$ cat src/rtl/fft_pkg.sv
// Shared constants and state encoding for the two-channel FFT frame arbiter.
package fft_pkg;

  localparam int unsigned DATA_W     = 16;
  localparam int unsigned FFT_POINT  = 256;
  localparam int unsigned USEDW_W    = 10;
  localparam int unsigned RST_CYCLES = 10;
  localparam int unsigned CNT_W      = $clog2(FFT_POINT);

  typedef enum logic [2:0] {
    RST_HOLD,
    WAIT_RDY,
    IDLE,
    STREAM,
    DRAIN
  } state_t;

endpackage

$ cat src/rtl/fft_skid_buf.sv
// Two-entry output FIFO between the sample FIFOs and the FFT core; count feeds the read credit.
module fft_skid_buf #(
  parameter int unsigned W = 16
) (
  input  logic         clk,
  input  logic         rst_n,
  input  logic         push,
  input  logic [W-1:0] din,
  input  logic         pop,
  output logic [W-1:0] head,
  output logic [1:0]   count
);

  logic [W-1:0] mem [2];
  logic         wr_ptr;
  logic         rd_ptr;

  always_ff @(posedge clk or negedge rst_n) begin
    if (!rst_n) begin
      mem[0] <= '0;
      mem[1] <= '0;
      wr_ptr <= 1'b0;
      rd_ptr <= 1'b0;
      count  <= 2'd0;
    end else begin
      if (push) begin
        mem[wr_ptr] <= din;
        wr_ptr      <= ~wr_ptr;
      end
      if (pop) begin
        rd_ptr <= ~rd_ptr;
      end
      case ({push, pop})
        2'b10:   count <= count + 2'd1;
        2'b01:   count <= count - 2'd1;
        default: count <= count;
      endcase
    end
  end

  assign head = mem[rd_ptr];

endmodule

$ cat src/rtl/fft_frame_arbiter.sv
// Shares one streaming FFT core between two sample FIFOs: sequences core reset,
// grants whole frames round-robin and streams them with sop/eop framing.
module fft_frame_arbiter
  import fft_pkg::*;
#(
  parameter int unsigned DATA_W     = fft_pkg::DATA_W,
  parameter int unsigned FFT_POINT  = fft_pkg::FFT_POINT,
  parameter int unsigned USEDW_W    = fft_pkg::USEDW_W,
  parameter int unsigned RST_CYCLES = fft_pkg::RST_CYCLES
) (
  input  logic               clk_50m,
  input  logic               rst_n,
  input  logic               run,
  input  logic [USEDW_W-1:0] ch0_usedw,
  input  logic [USEDW_W-1:0] ch1_usedw,
  input  logic               ch0_empty,
  input  logic               ch1_empty,
  input  logic [DATA_W-1:0]  ch0_q,
  input  logic [DATA_W-1:0]  ch1_q,
  output logic               ch0_rdreq,
  output logic               ch1_rdreq,
  input  logic               fft_ready,
  output logic               fft_rst_n,
  output logic               fft_valid,
  output logic               fft_sop,
  output logic               fft_eop,
  output logic [DATA_W-1:0]  fft_data,
  output logic               fft_chan,
  output logic               frame_done,
  output logic               underrun_err
);

  localparam int unsigned CW   = $clog2(FFT_POINT);
  localparam int unsigned RL_W = CW + 1;
  localparam int unsigned RC_W = $clog2(RST_CYCLES + 1);

  state_t            state;
  logic [RC_W-1:0]   rst_cnt;
  logic [RL_W-1:0]   reads_left;
  logic              in_flight;
  logic              last_served;
  logic [CW-1:0]     out_cnt;
  logic [1:0]        buf_count;
  logic [DATA_W-1:0] buf_head;

  logic              elig0_c;
  logic              elig1_c;
  logic              pick_c;
  logic              pop_c;
  logic              sel_empty_c;
  logic [2:0]        credit_c;
  logic              rd_c;
  logic [DATA_W-1:0] wr_data_c;

  assign elig0_c = 32'(ch0_usedw) >= FFT_POINT;
  assign elig1_c = 32'(ch1_usedw) >= FFT_POINT;
  // On a tie the channel not served last wins; otherwise whichever is eligible.
  assign pick_c  = (elig0_c && elig1_c) ? ~last_served : elig1_c;

  assign fft_valid = (buf_count != 2'd0);
  assign fft_data  = buf_head;
  assign fft_sop   = fft_valid && (out_cnt == '0);
  assign fft_eop   = fft_valid && (out_cnt == CW'(FFT_POINT - 1));
  assign pop_c     = fft_valid && fft_ready;

  // A read is issued only if its sample is sure to find a free buffer slot.
  assign sel_empty_c = fft_chan ? ch1_empty : ch0_empty;
  assign credit_c    = 3'(buf_count) + 3'(in_flight) + 3'd1 - 3'(pop_c);
  assign rd_c        = (state == STREAM) && (reads_left != '0) &&
                       (credit_c <= 3'd2) && !sel_empty_c;
  assign ch0_rdreq   = rd_c && !fft_chan;
  assign ch1_rdreq   = rd_c && fft_chan;
  assign wr_data_c   = fft_chan ? ch1_q : ch0_q;

  fft_skid_buf #(
    .W(DATA_W)
  ) u_buf (
    .clk   (clk_50m),
    .rst_n (rst_n),
    .push  (in_flight),
    .din   (wr_data_c),
    .pop   (pop_c),
    .head  (buf_head),
    .count (buf_count)
  );

  always_ff @(posedge clk_50m or negedge rst_n) begin
    if (!rst_n) begin
      state        <= RST_HOLD;
      rst_cnt      <= '0;
      fft_rst_n    <= 1'b0;
      last_served  <= 1'b1;
      fft_chan     <= 1'b0;
      reads_left   <= '0;
      in_flight    <= 1'b0;
      out_cnt      <= '0;
      frame_done   <= 1'b0;
      underrun_err <= 1'b0;
    end else begin
      frame_done <= 1'b0;
      in_flight  <= rd_c;
      if (pop_c) begin
        out_cnt <= out_cnt + CW'(1);
      end
      case (state)
        RST_HOLD: begin
          if (rst_cnt == RC_W'(RST_CYCLES - 1)) begin
            fft_rst_n <= 1'b1;
            state     <= WAIT_RDY;
          end else begin
            rst_cnt <= rst_cnt + RC_W'(1);
          end
        end
        WAIT_RDY: begin
          if (fft_ready) begin
            state <= IDLE;
          end
        end
        IDLE: begin
          if (run && (elig0_c || elig1_c)) begin
            fft_chan    <= pick_c;
            last_served <= pick_c;
            reads_left  <= RL_W'(FFT_POINT);
            state       <= STREAM;
          end
        end
        STREAM: begin
          if (sel_empty_c && (reads_left != '0)) begin
            underrun_err <= 1'b1;
          end
          if (rd_c) begin
            reads_left <= reads_left - RL_W'(1);
            if (reads_left == RL_W'(1)) begin
              state <= DRAIN;
            end
          end
        end
        DRAIN: begin
          if (pop_c && fft_eop) begin
            frame_done <= 1'b1;
            state      <= IDLE;
          end
        end
        default: state <= RST_HOLD;
      endcase
    end
  end

endmodule

$ cat config.mk
export PLATFORM = sky130hd
export DESIGN_NAME = fft_frame_arbiter
export DESIGN_NICKNAME = d
export VERILOG_FILES = /design/src/rtl/fft_pkg.sv /design/src/rtl/fft_skid_buf.sv /design/src/rtl/fft_frame_arbiter.sv
export SDC_FILE = /design/constraint.sdc
export NUM_CORES = 1
export LEC_CHECK = 0
export ABC_AREA = 1
export ABC_CLOCK_PERIOD_IN_PS = 5300
export BUFFER_PORTS_ARGS = -buffer_cell sky130_fd_sc_hd__buf_2
export CELL_PAD_IN_SITES_DETAIL_PLACEMENT = 1
export CELL_PAD_IN_SITES_GLOBAL_PLACEMENT = 2
export CORE_ASPECT_RATIO = 0.5
export CORE_MARGIN = 2
export CORE_UTILIZATION = 34
export CTS_CLUSTER_SIZE = 14
export DETAILED_ROUTE_END_ITERATION = 8
export GPL_ROUTABILITY_DRIVEN = 0
export PLACE_DENSITY = 0.92
export SLEW_MARGIN = 40
export SYNTH_ARGS = -nofsm -noshare
export SYNTH_HDL_FRONTEND = slang
export SYNTH_SLANG_ARGS = --single-unit
$ cat constraint.sdc
create_clock -name clk_50m -period 5.3 [get_ports clk_50m]
set_input_delay 0.795 -clock clk_50m [delete_from_list [all_inputs] [get_ports clk_50m]]
set_output_delay 0.795 -clock clk_50m [all_outputs]
set_load 0.02 [all_outputs]
==> qor.yml <==
global_routing:
  grt_pass1_vias: 3066
  grt_pass1_wl_um: 14600
  antenna_found_initial: 0
  met2_usage_pct: 28.3
  grt.overflow.total: 0
  top_usage_layer: "met2"
  grt_use_met3_pct: 4.04
  grt_max_degree: 50
  gr-usage-met1_pct: 20.2
  grt_usage_pct: 16.3
synth:
  synth-adder-area-share_pct: 4.12
  synthTopCellsByCount: "nand2_1, dfrtp_1, nor2_1"
  synth_compound_area_share_pct: 13.4
  synth_top_family_by_area: "simple AND/OR/NAND/NOR gates"
  synth-edff-count: 0
  yosysTopAreaCell: "dfrtp_1"
  async_flop_share_pct: 100
  syn_nets: 483
  synth-seq-cells: 66
  yosysSeqAreaShare_pct: 46.9
  synth_cell_types: 36
  synth_xor_area_share_pct: 4.98
  yosys.area_share.simple_pct: 22.9
  ys.flop_type: "dfrtp_1"
  synth-warning-count: 0
  syn_avg_cell_area_um2: 8.50
  yosysTopAreaCellShare_pct: 46.2
  synthMostInstantiatedCell: "nand2_1"
  syn_area_mm2: 0.00352
  ys_top_cells_by_area: "dfrtp_1, nand2_1, nor2_1"
  synth_cells: 414
  synth.area.mux_share_pct: 0
worst_setup_path:
  worstSetupStartpointType: "input pin"
  crit_chain: "buf_2, inv_1, nor2_8, inv_1, fa_1, ha_1, inv_1, nand3_1, nand2_1, nand2_2, nor3_4, inv_2, nor2_1, buf_2"
  path_class: "in -> out"
  critical_path.top_delay_family: "simple AND/OR/NAND/NOR gates"
  r2r_slack_ns: 2.87
  path_buf_inv: 6
  crit_start: "fft_ready"
  crit_slowest_cell: "fa_1"
  arrival_ns: 2.76
  reg2regPathDepth: 14
  critPathMostFrequentCell: "inv_1"
  r2r-start: "u_buf.count[0]$_DFFE_PN0P_"
  critPathRequiredTime_ns: 4.51
  rr_endpoint: "state[1]$_DFFE_PN0P_"
  worstSetupEndpointType: "primary output"
  max_stage_delay_ns: 0.39
  path_max_fanout: 9
sta:
  rsz0062_at_grt: "false"
  tightest_slew_ns: 0.631
  drv_slew: 0
  min_period_ns: 3.56
  hold_viol: 0
  final.setup_skew_ns: 0.00420
  min_period_over_period_pct: 67.1
  setup_tns_ns: 0
  max_freq_mhz: 281
  setup_violations: 0
  relSlewSlack_pct: 57.9
drt:
  via_per_inst: 4.63
  drc_errors: 0
  dr.pass1.iters: 4
  drt.antenna.violating_nets: 0
  wl_um: 8380
  wl_per_cell_um: 13.4
  vias: 2900
  drtIter0Drc: 89
clocking:
  clk_latency_ns: 0.33
  cts_setup_buffers: 0
  root_buffer: "clkbuf_16"
  h-tree-depth: 3
  cts_sinks: 66
  ctsHoldBuffers: 0
  cts-resized-gates: 0
  cts_buffers: 9
  clk_pin_slew_ns: 0.05
  cts_tree: "done"
  clockBufferDepth: 2
floorplan:
  die_w_um: 148
  row_count: 26
  die_h_um: 76.0
  ioPinCount: 83
  initial_core_util_pct: 34.7
  dieArea_mm2: 0.0112
  core_area_mm2: 0.0101
finish:
  regArea_mm2: 0.00165
  drive_gt1_share_pct: 25.7
  layout.nets: 550
  finish.utilization_pct: 42.4
  multi_input_area_mm2: 0.00160
  area_growth_pct: 22.3
  antenna_cells: 0
  n_fill_cell: 1238
place:
  dp_hpwl_um: 5800
  io_buffers: 66
outcome:
  status: "complete, no violations"
pwr:
  power.leakage_nw: 2.15
  peakVddDrop_v: 0.000183
  powerDensity_mw_per_mm2: 681
job:
  cap_violations: 0
min_path:
  worstHoldPathType: "in -> async"
report_power, final:
group / leakage [nW] / switching (mW) / internal [mW]
combinational: 1.24 / 0.867 / 0.490
clock: 0.156 / 0.213 / 0.416
sequential: 0.757 / 0.211 / 0.736
cells by family (layout without fill, tap and decap cells):
| logic type | after synthesis | in the layout |
|---|---|---|
| AOI/OAI and AO/OA | 73 | 73 |
| xor gates and xnor gates | 20 | 20 |
| adders and majority gates | 11 | 11 |
| and+or+nand+nor | 177 | 177 |
| buffers and inverters | 67 | 139 |
| DFF | 66 | 66 |
per-stage QoR:
step	setup WS (ns)	power, mW	instance area (um^2)	hold WS, ns	cells
6_report	1.74	2.93	4310	0.391	626
5_1_grt	1.54	3.21	4310	0.413	626
4_1_cts	1.71	2.98	4310	0.397	626
3_5_place_dp	1.73	2.33	3990	0.464	610
3_3_place_gp	1.79	2.27	3990	0.449	610
2_1_floorplan	2.01	1.96	3520	0.442	414
worst reg2reg max path: stages (launching register included):
cell and delay (ns):
dfrtp_1 0.48, nor2_4 0.11, nor2_8 0.17, inv_1 0.11
fa_1 0.39, ha_1 0.19, inv_1 0.06, nand3_1 0.07
nand2_1 0.07, nand2_2 0.09, o21bai_4 0.16, nand2_1 0.16
nor2_2 0.18, nand2_1 0.07, nand2_1 0.07
registers in the layout (all words and copies together) (netlist names):
name	count
fft_chan	1
fft_rst_n	1
frame_done	1
in_flight	1
last_served	1
out_cnt	8
reads_left	9
rst_cnt	4
state	3
u_buf.count	2
u_buf.mem	32
u_buf.rd_ptr	1
u_buf.wr_ptr	1
underrun_err	1
cells in the final DEF (no fill, tap or decap), types with 2 or more instances in the layout:
cell type and instances:
nand2_1 83, buf_4 4, nand2_4 2, clkbuf_8 4
nand4_1 3, xnor2_1 6, nor2_2 4, a31oi_1 32
nor2_1 54, nand3_1 9, xor2_1 14, dfrtp_1 64
buf_2 66, inv_1 48, clkbuf_16 9, ha_1 10
clkbuf_1 2, nor2_4 3, inv_2 4, o21bai_1 3
o21ai_2 9, nor4_1 2, nand2_2 12, a21oi_1 2
o21ai_0 23
cell type report:
class / count / share of cell area [%]
multi-input cells: 281 / 37.1
clock buffers: 15 / 6.68
flip-flops and latches: 66 / 38.4
clock inverters: 1 / 0.697
inverters: 53 / 4.62
repair buffers: 70 / 8.37
well taps: 140 / 4.07
how the worst max path moves through the flow:
stage / end / slack, ns / cells past startpoint
6_report: ch1_rdreq / 1.74 / 14
5_1_grt: ch0_rdreq / 1.54 / 14
4_1_cts: ch1_rdreq / 1.71 / 14
3_5_place_dp: ch1_rdreq / 1.73 / 14
3_3_place_gp: ch1_rdreq / 1.79 / 14
2_1_floorplan: ch0_rdreq / 2.01 / 12
metal layers:
layer / vias up / wire (um)
li1: 1464 / -
met1: 1398 / 3900
met5: - / 0
met4: 0 / 99
met3: 9 / 239
met2: 29 / 4140
(Power assumes the default switching activity.)
